<file path="config.mk">
export PLATFORM = sky130hd
export DESIGN_NAME = mem_stage_axi
export DESIGN_NICKNAME = d
export VERILOG_FILES = /design/src/rtl/mem_stage_axi.sv
export SDC_FILE = /design/constraint.sdc
export NUM_CORES = 1
export LEC_CHECK = 0
export ABC_CLOCK_PERIOD_IN_PS = 3800
export BUFFER_PORTS_ARGS = -buffer_cell sky130_fd_sc_hd__buf_2
export CAP_MARGIN = 25
export CORE_MARGIN = 3
export CORE_UTILIZATION = 48
export CTS_BUF_LIST = sky130_fd_sc_hd__clkbuf_16
export DETAILED_ROUTE_END_ITERATION = 8
export HOLD_SLACK_MARGIN = 0.1
export MAX_ROUTING_LAYER = met4
export PLACE_DENSITY = 0.86
export SYNTH_ARGS = -nofsm -noshare
export SYNTH_HDL_FRONTEND = slang
export SYNTH_SLANG_ARGS = --single-unit
</file>
<file path="constraint.sdc">
create_clock -name clk -period 3.8 [get_ports clk]
set_clock_uncertainty 0.15 [all_clocks]
set_input_delay 1.14 -clock clk [delete_from_list [all_inputs] [get_ports clk]]
set_output_delay 1.14 -clock clk [all_outputs]
set_load 0.02 [all_outputs]
</file>
<file path="src/rtl/mem_stage_axi.sv">
// MIPS memory-access stage: one single-beat AXI4-Lite read or write per request.
// Stalls the pipeline while a transaction is outstanding and reports a one-cycle completion.
module mem_stage_axi #(
    parameter int ADDR_WIDTH = 32,
    parameter int DATA_WIDTH = 32
) (
    input  logic                    clk,
    input  logic                    reset_n,
    input  logic                    req_valid,
    input  logic                    req_we,
    input  logic [ADDR_WIDTH-1:0]   req_addr,
    input  logic [DATA_WIDTH-1:0]   req_wdata,
    output logic                    req_ready,
    output logic                    stall,
    output logic                    resp_valid,
    output logic [DATA_WIDTH-1:0]   resp_rdata,
    output logic                    resp_err,
    output logic                    awvalid,
    input  logic                    awready,
    output logic [ADDR_WIDTH-1:0]   awaddr,
    output logic                    wvalid,
    input  logic                    wready,
    output logic [DATA_WIDTH-1:0]   wdata,
    output logic [DATA_WIDTH/8-1:0] wstrb,
    input  logic                    bvalid,
    output logic                    bready,
    input  logic [1:0]              bresp,
    output logic                    arvalid,
    input  logic                    arready,
    output logic [ADDR_WIDTH-1:0]   araddr,
    input  logic                    rvalid,
    output logic                    rready,
    input  logic [DATA_WIDTH-1:0]   rdata,
    input  logic [1:0]              rresp
);

    typedef enum logic [2:0] {
        IDLE,
        WADDR,
        WRESP,
        RADDR,
        RDATA,
        RESP
    } state_t;

    state_t                  state_q;
    state_t                  state_d;
    logic [ADDR_WIDTH-1:0]   addr_q;
    logic [DATA_WIDTH-1:0]   wdata_q;
    logic [DATA_WIDTH-1:0]   rdata_q;
    logic                    err_q;
    logic                    aw_done;
    logic                    w_done;
    logic                    accept;
    logic                    misaligned;
    logic                    aw_hs;
    logic                    w_hs;

    assign misaligned = (req_addr[1:0] != 2'b00);
    assign accept     = req_valid && req_ready;
    assign aw_hs      = awvalid && awready;
    assign w_hs       = wvalid && wready;

    assign awaddr     = addr_q;
    assign araddr     = addr_q;
    assign wdata      = wdata_q;
    assign wstrb      = '1;
    assign resp_rdata = rdata_q;
    assign resp_err   = err_q;

    // State register
    always_ff @(posedge clk or negedge reset_n) begin
        if (!reset_n) state_q <= IDLE;
        else          state_q <= state_d;
    end

    // Next state and state-decoded handshake outputs
    always_comb begin
        state_d    = state_q;
        req_ready  = 1'b0;
        resp_valid = 1'b0;
        awvalid    = 1'b0;
        wvalid     = 1'b0;
        bready     = 1'b0;
        arvalid    = 1'b0;
        rready     = 1'b0;
        unique case (state_q)
            IDLE: begin
                req_ready = 1'b1;
                if (req_valid) begin
                    if (misaligned)  state_d = RESP;
                    else if (req_we) state_d = WADDR;
                    else             state_d = RADDR;
                end
            end
            WADDR: begin
                awvalid = !aw_done;
                wvalid  = !w_done;
                if ((aw_done || awready) && (w_done || wready))
                    state_d = WRESP;
            end
            WRESP: begin
                bready = 1'b1;
                if (bvalid) state_d = RESP;
            end
            RADDR: begin
                arvalid = 1'b1;
                if (arready) state_d = RDATA;
            end
            RDATA: begin
                rready = 1'b1;
                if (rvalid) state_d = RESP;
            end
            RESP: begin
                resp_valid = 1'b1;
                state_d    = IDLE;
            end
            default: state_d = IDLE;
        endcase
        stall = !req_ready;
    end

    // Latch word-aligned address and store data on an aligned accept
    always_ff @(posedge clk or negedge reset_n) begin
        if (!reset_n) begin
            addr_q  <= '0;
            wdata_q <= '0;
        end else if (accept && !misaligned) begin
            addr_q  <= {req_addr[ADDR_WIDTH-1:2], 2'b00};
            wdata_q <= req_wdata;
        end
    end

    // Sticky AW/W completion flags, cleared whenever idle
    always_ff @(posedge clk or negedge reset_n) begin
        if (!reset_n) begin
            aw_done <= 1'b0;
            w_done  <= 1'b0;
        end else if (state_q == IDLE) begin
            aw_done <= 1'b0;
            w_done  <= 1'b0;
        end else begin
            if (aw_hs) aw_done <= 1'b1;
            if (w_hs)  w_done  <= 1'b1;
        end
    end

    // Capture completion status and load data
    always_ff @(posedge clk or negedge reset_n) begin
        if (!reset_n) begin
            err_q   <= 1'b0;
            rdata_q <= '0;
        end else begin
            if (accept && misaligned)
                err_q <= 1'b1;
            if (state_q == WRESP && bvalid)
                err_q <= (bresp != 2'b00);
            if (state_q == RDATA && rvalid) begin
                err_q   <= (rresp != 2'b00);
                rdata_q <= rdata;
            end
        end
    end

endmodule

</file>
Word level (Yosys, flattened, before mapping). Index checks and enable logic that the tools add are counted.

Bits of input ports: 109. Output and inout bits: 141. Word-level logic and storage cells: 61. Flip-flop bits (word level): 100.

Multiplexer cells: 22. Reduce and logical (&&, ||, !) cells: 22. Equality and inequality tests: 10.

Operator list (number): 3-bit 2-to-1 mux (6); 3-bit one-hot mux with 5 select lines (1); 1-bit 2-to-1 mux (14); 2-bit inequality test, second input constant (5); 2-bit nonzero test (5); 1-bit logical AND (8); 3-bit by 2-bit equality test with 1-bit output, second input constant (2); 3-bit equality test, second input constant (2); 5-bit AND reduction (1); 1-bit zero test (4); 3-bit by 1-bit equality test with 1-bit output, second input constant (1); 3-bit zero test (1); 3-bit nonzero test (1); 1-bit logical OR (2); 2-bit 2-to-1 mux (1).

Logic depth before layout (Yosys ltp).
Depth in word-level cells: 7. Depth in mapped cells: 6.

Worst setup path before layout. OpenSTA, ideal clock, no wires.

Path kind: flip-flop to output port. Start: reg state_q[0]. End: out rready. Required time: 2510 ps. Cell stages (with the launch flop): 4. Slack: 1287 ps. Data arrival time: 1223 ps. Cell sequence: dfrtp_1 -> buf_6 -> clkbuf_1 -> nor3b_1.

Cells in the longest elaborated chain, start to end: 2.

RTL lines: start: declaration (RTL line 46) `state_t state_q;`; start signal: assignment (RTL line 74) `else state_q <= state_d;`; 3-bit equality test (RTL line 87) `unique case (state_q)`; 1-bit 2-to-1 mux (RTL line 87); end: declaration (RTL line 32) `output logic rready,`.

Every way passes these cells.

Final worst setup path.
Start: reg state_q[2]. End: out awvalid.

Cells in the longest elaborated chain, start to end: 2.

RTL lines: 3-bit by 1-bit equality test with 1-bit output (RTL line 87); 1-bit 2-to-1 mux (RTL line 87); end: declaration (RTL line 18) `output logic awvalid,`.

Every way passes these cells.

==> flow_summary.json <==
{
  "setup_viol": 0,
  "cts_made_buffers": 9,
  "endpoint_kind": "output pin",
  "fin_nets": 614,
  "power_density_nw_per_um2": 953,
  "cts_sinks": 100,
  "netlist_instances": 294,
  "power.leakage_nw": 3.21,
  "finalCriticalPeriod_ps": 2880,
  "cts_tree": "done",
  "path_max_fanout": 11,
  "globalRouteTotalUtil": 0.187,
  "p_sw_mw": 2.25,
  "dieArea_um2": 10600,
  "crit_type": "reg2out",
  "die_w_um": 103,
  "drive_gt1_frac": 0.703,
  "antenna_found_initial": 0,
  "diodes": 0,
  "clockBufferDepth": 2,
  "grt_max_degree": 52,
  "dr_total_vias": 2997,
  "ys_warn_count": 0,
  "syn_area_per_cell_um2": 15.3,
  "core_um2": 8890,
  "grt_overflow": 0,
  "critPathLaunchType": "flip-flop",
  "htreeDepth": 3,
  "cap_viol_max_count": 0,
  "worstPathRequired_ps": 2510,
  "hold_viol_final": 0,
  "max_freq_ghz": 0.348,
  "holdBufCountCts": 0,
  "fin_tns_setup_ps": 0,
  "final_common_cell": "buf_2",
  "whs_ps": 351,
  "grt_setup_unrepaired": "no",
  "grt_pass1_wl_um": 14900,
  "p_clk_frac": 0.160,
  "first_global_vias": 3086,
  "most-common-layout-cells": "buf_2, dfrtp_1, mux2_4",
  "critPathMaxStageDelay_ps": 510,
  "cp.arrival_ps": 1590,
  "wl_um": 10200,
  "port_buffers": 241,
  "ys_ff_latch": 100,
  "switching_share": 0.406,
  "syn2layout_area_growth_pct": 29.2,
  "crit_slowest_cell": "dfrtp_1",
  "internal_power_mw": 3.29,
  "wl_per_cell_um": 16.5,
  "initial_core_util": 0.506,
  "ant_nets": 0,
  "max_slew_margin": 0.581,
  "drv_slew": 0,
  "seq_area_frac_synth": 0.556,
  "tightest_slew_ps": 629,
  "cts_resized": 0,
  "synth_cell_types": 29,
  "clk_latency_ps": 320,
  "status": "finished clean",
  "num_io_pins": 250,
  "via_per_inst": 4.86,
  "power_frac_comb": 0.485,
  "path_clk_slew_ps": 70,
  "peakVddDrop_mv": 0.526,
  "drt_iter0_drc": 60,
  "crit_chain": "nor2_1 > nand2_1 > nor2_1 > buf_2",
  "rows": 34,
  "synth_area_um2": 4500,
  "gp_congestion": 0.852,
  "fin_crit_sh": 0.757,
  "cts-root-buf": "clkbuf_16",
  "dr.pass1.iters": 4,
  "crit_path_frequent_cell": "nor2_1",
  "remaining_drc_errors": 0,
  "p_seq_frac": 0.355,
  "die_h_um": 103,
  "post-cts-setup-buffer-count": 0,
  "dp_hpwl_um": 7780,
  "hp-class": "reg2reg"
}
worst max-delay path: cells and delay by family (launching register included):
kind,cells,cell delay [ps]
DFF,1,510
and+or+nand+nor,3,570
buffers and inverters,1,180
synth_stat cells:
master / count / area (um^2)
a21oi_1: 5 / 25.0
a32o_1: 1 / 10.0
a32oi_1: 1 / 8.76
and2_1: 1 / 6.26
and3b_1: 2 / 17.5
buf_2: 2 / 10.0
buf_4: 41 / 308
buf_6: 7 / 78.8
clkbuf_1: 1 / 3.75
conb_1: 2 / 7.51
dfrtp_1: 100 / 2500
inv_1: 1 / 3.75
mux2_2: 35 / 394
mux2_4: 60 / 901
mux2i_1: 1 / 10.0
nand2_1: 5 / 18.8
nand2b_4: 1 / 13.8
nand3_1: 2 / 10.0
nand3_4: 1 / 17.5
nand3b_1: 1 / 7.51
nor2_1: 11 / 41.3
nor2b_1: 1 / 6.26
nor3_1: 2 / 10.0
nor3_4: 1 / 16.3
nor3b_1: 3 / 22.5
nor3b_4: 1 / 18.8
o21ai_0: 3 / 15.0
o22ai_1: 1 / 6.26
o41ai_1: 1 / 8.76
metal layers:
layer  GRT usage  routed length, um  vias up
met5           -                  0        -
met4      0.0478                 64        0
met3      0.0325                641        6
met2       0.325               5340      146
met1       0.227               4150     1454
li1            -                  -     1391
layout make-up:
class	instances	area [um^2]
clock inverters	6	66.3
fillers	665	3080
repair buffers	245	1260
flip-flops and latches	100	2500
clock buffers	9	225
multi-input cells	148	1620
inverters	1	3.75
well taps	108	135
power by group through the flow:
| stage | registers (mW) | clock network (mW) | logic [mW] |
|---|---|---|---|
| after floorplan | 2.52 | 0 | 1.43 |
| after global placement | 1.95 | 0 | 2.66 |
| after detailed placement | 1.97 | 0 | 2.71 |
| after CTS | 1.97 | 0.917 | 2.72 |
| after global routing | 2.05 | 0.961 | 2.85 |
| final | 1.97 | 0.887 | 2.69 |
path summary, 6_finish.rpt:
check	from	endpoint	slack, ps	cells after the start
worst min register to register	wdata[26]$_DFFE_PN0P_	wdata[26]$_DFFE_PN0P_	350	1
worst max register to register	state_q[1]$_DFFE_PN0P_	resp_rdata[15]$_DFFE_PN0P_	1560	4
max in group asynchronous	reset_n	resp_rdata[19]$_DFFE_PN0P_	2110	2
worst min-delay path	wdata[26]$_DFFE_PN0P_	wdata[26]$_DFFE_PN0P_	350	1
min in group asynchronous	reset_n	resp_rdata[21]$_DFFE_PN0P_	670	1
worst max-delay path	state_q[2]$_DFFE_PN0P_	awvalid	920	4
flip-flops by register name, indices dropped and copies added, names as in the netlist:
register    flops
resp_rdata     32
wdata          32
araddr         30
state_q         3
aw_done         1
resp_err        1
w_done          1
logic make-up (layout without fill, tap and decap cells):
logic type | count (synthesis) | count (layout) | synth area share
buf+inv | 52 | 261 | 0.0898
other cells | 2 | 8 | 0.00167
mux | 96 | 96 | 0.290
simple gates | 32 | 32 | 0.0459
compound gates | 12 | 12 | 0.0164
flops | 100 | 100 | 0.556
per-stage QoR:
step,std cells,worst slack [ps],cell area [um^2],util,total power [mW]
final,617,922,5810,0.654,5.54
after global routing,617,759,5810,0.654,5.86
after CTS,617,904,5810,0.654,5.60
after detailed placement,602,892,5520,0.621,4.68
after global placement,602,968,5520,0.621,4.60
after floorplan,300,1290,4520,-,3.96
(Power assumes the default switching activity.)
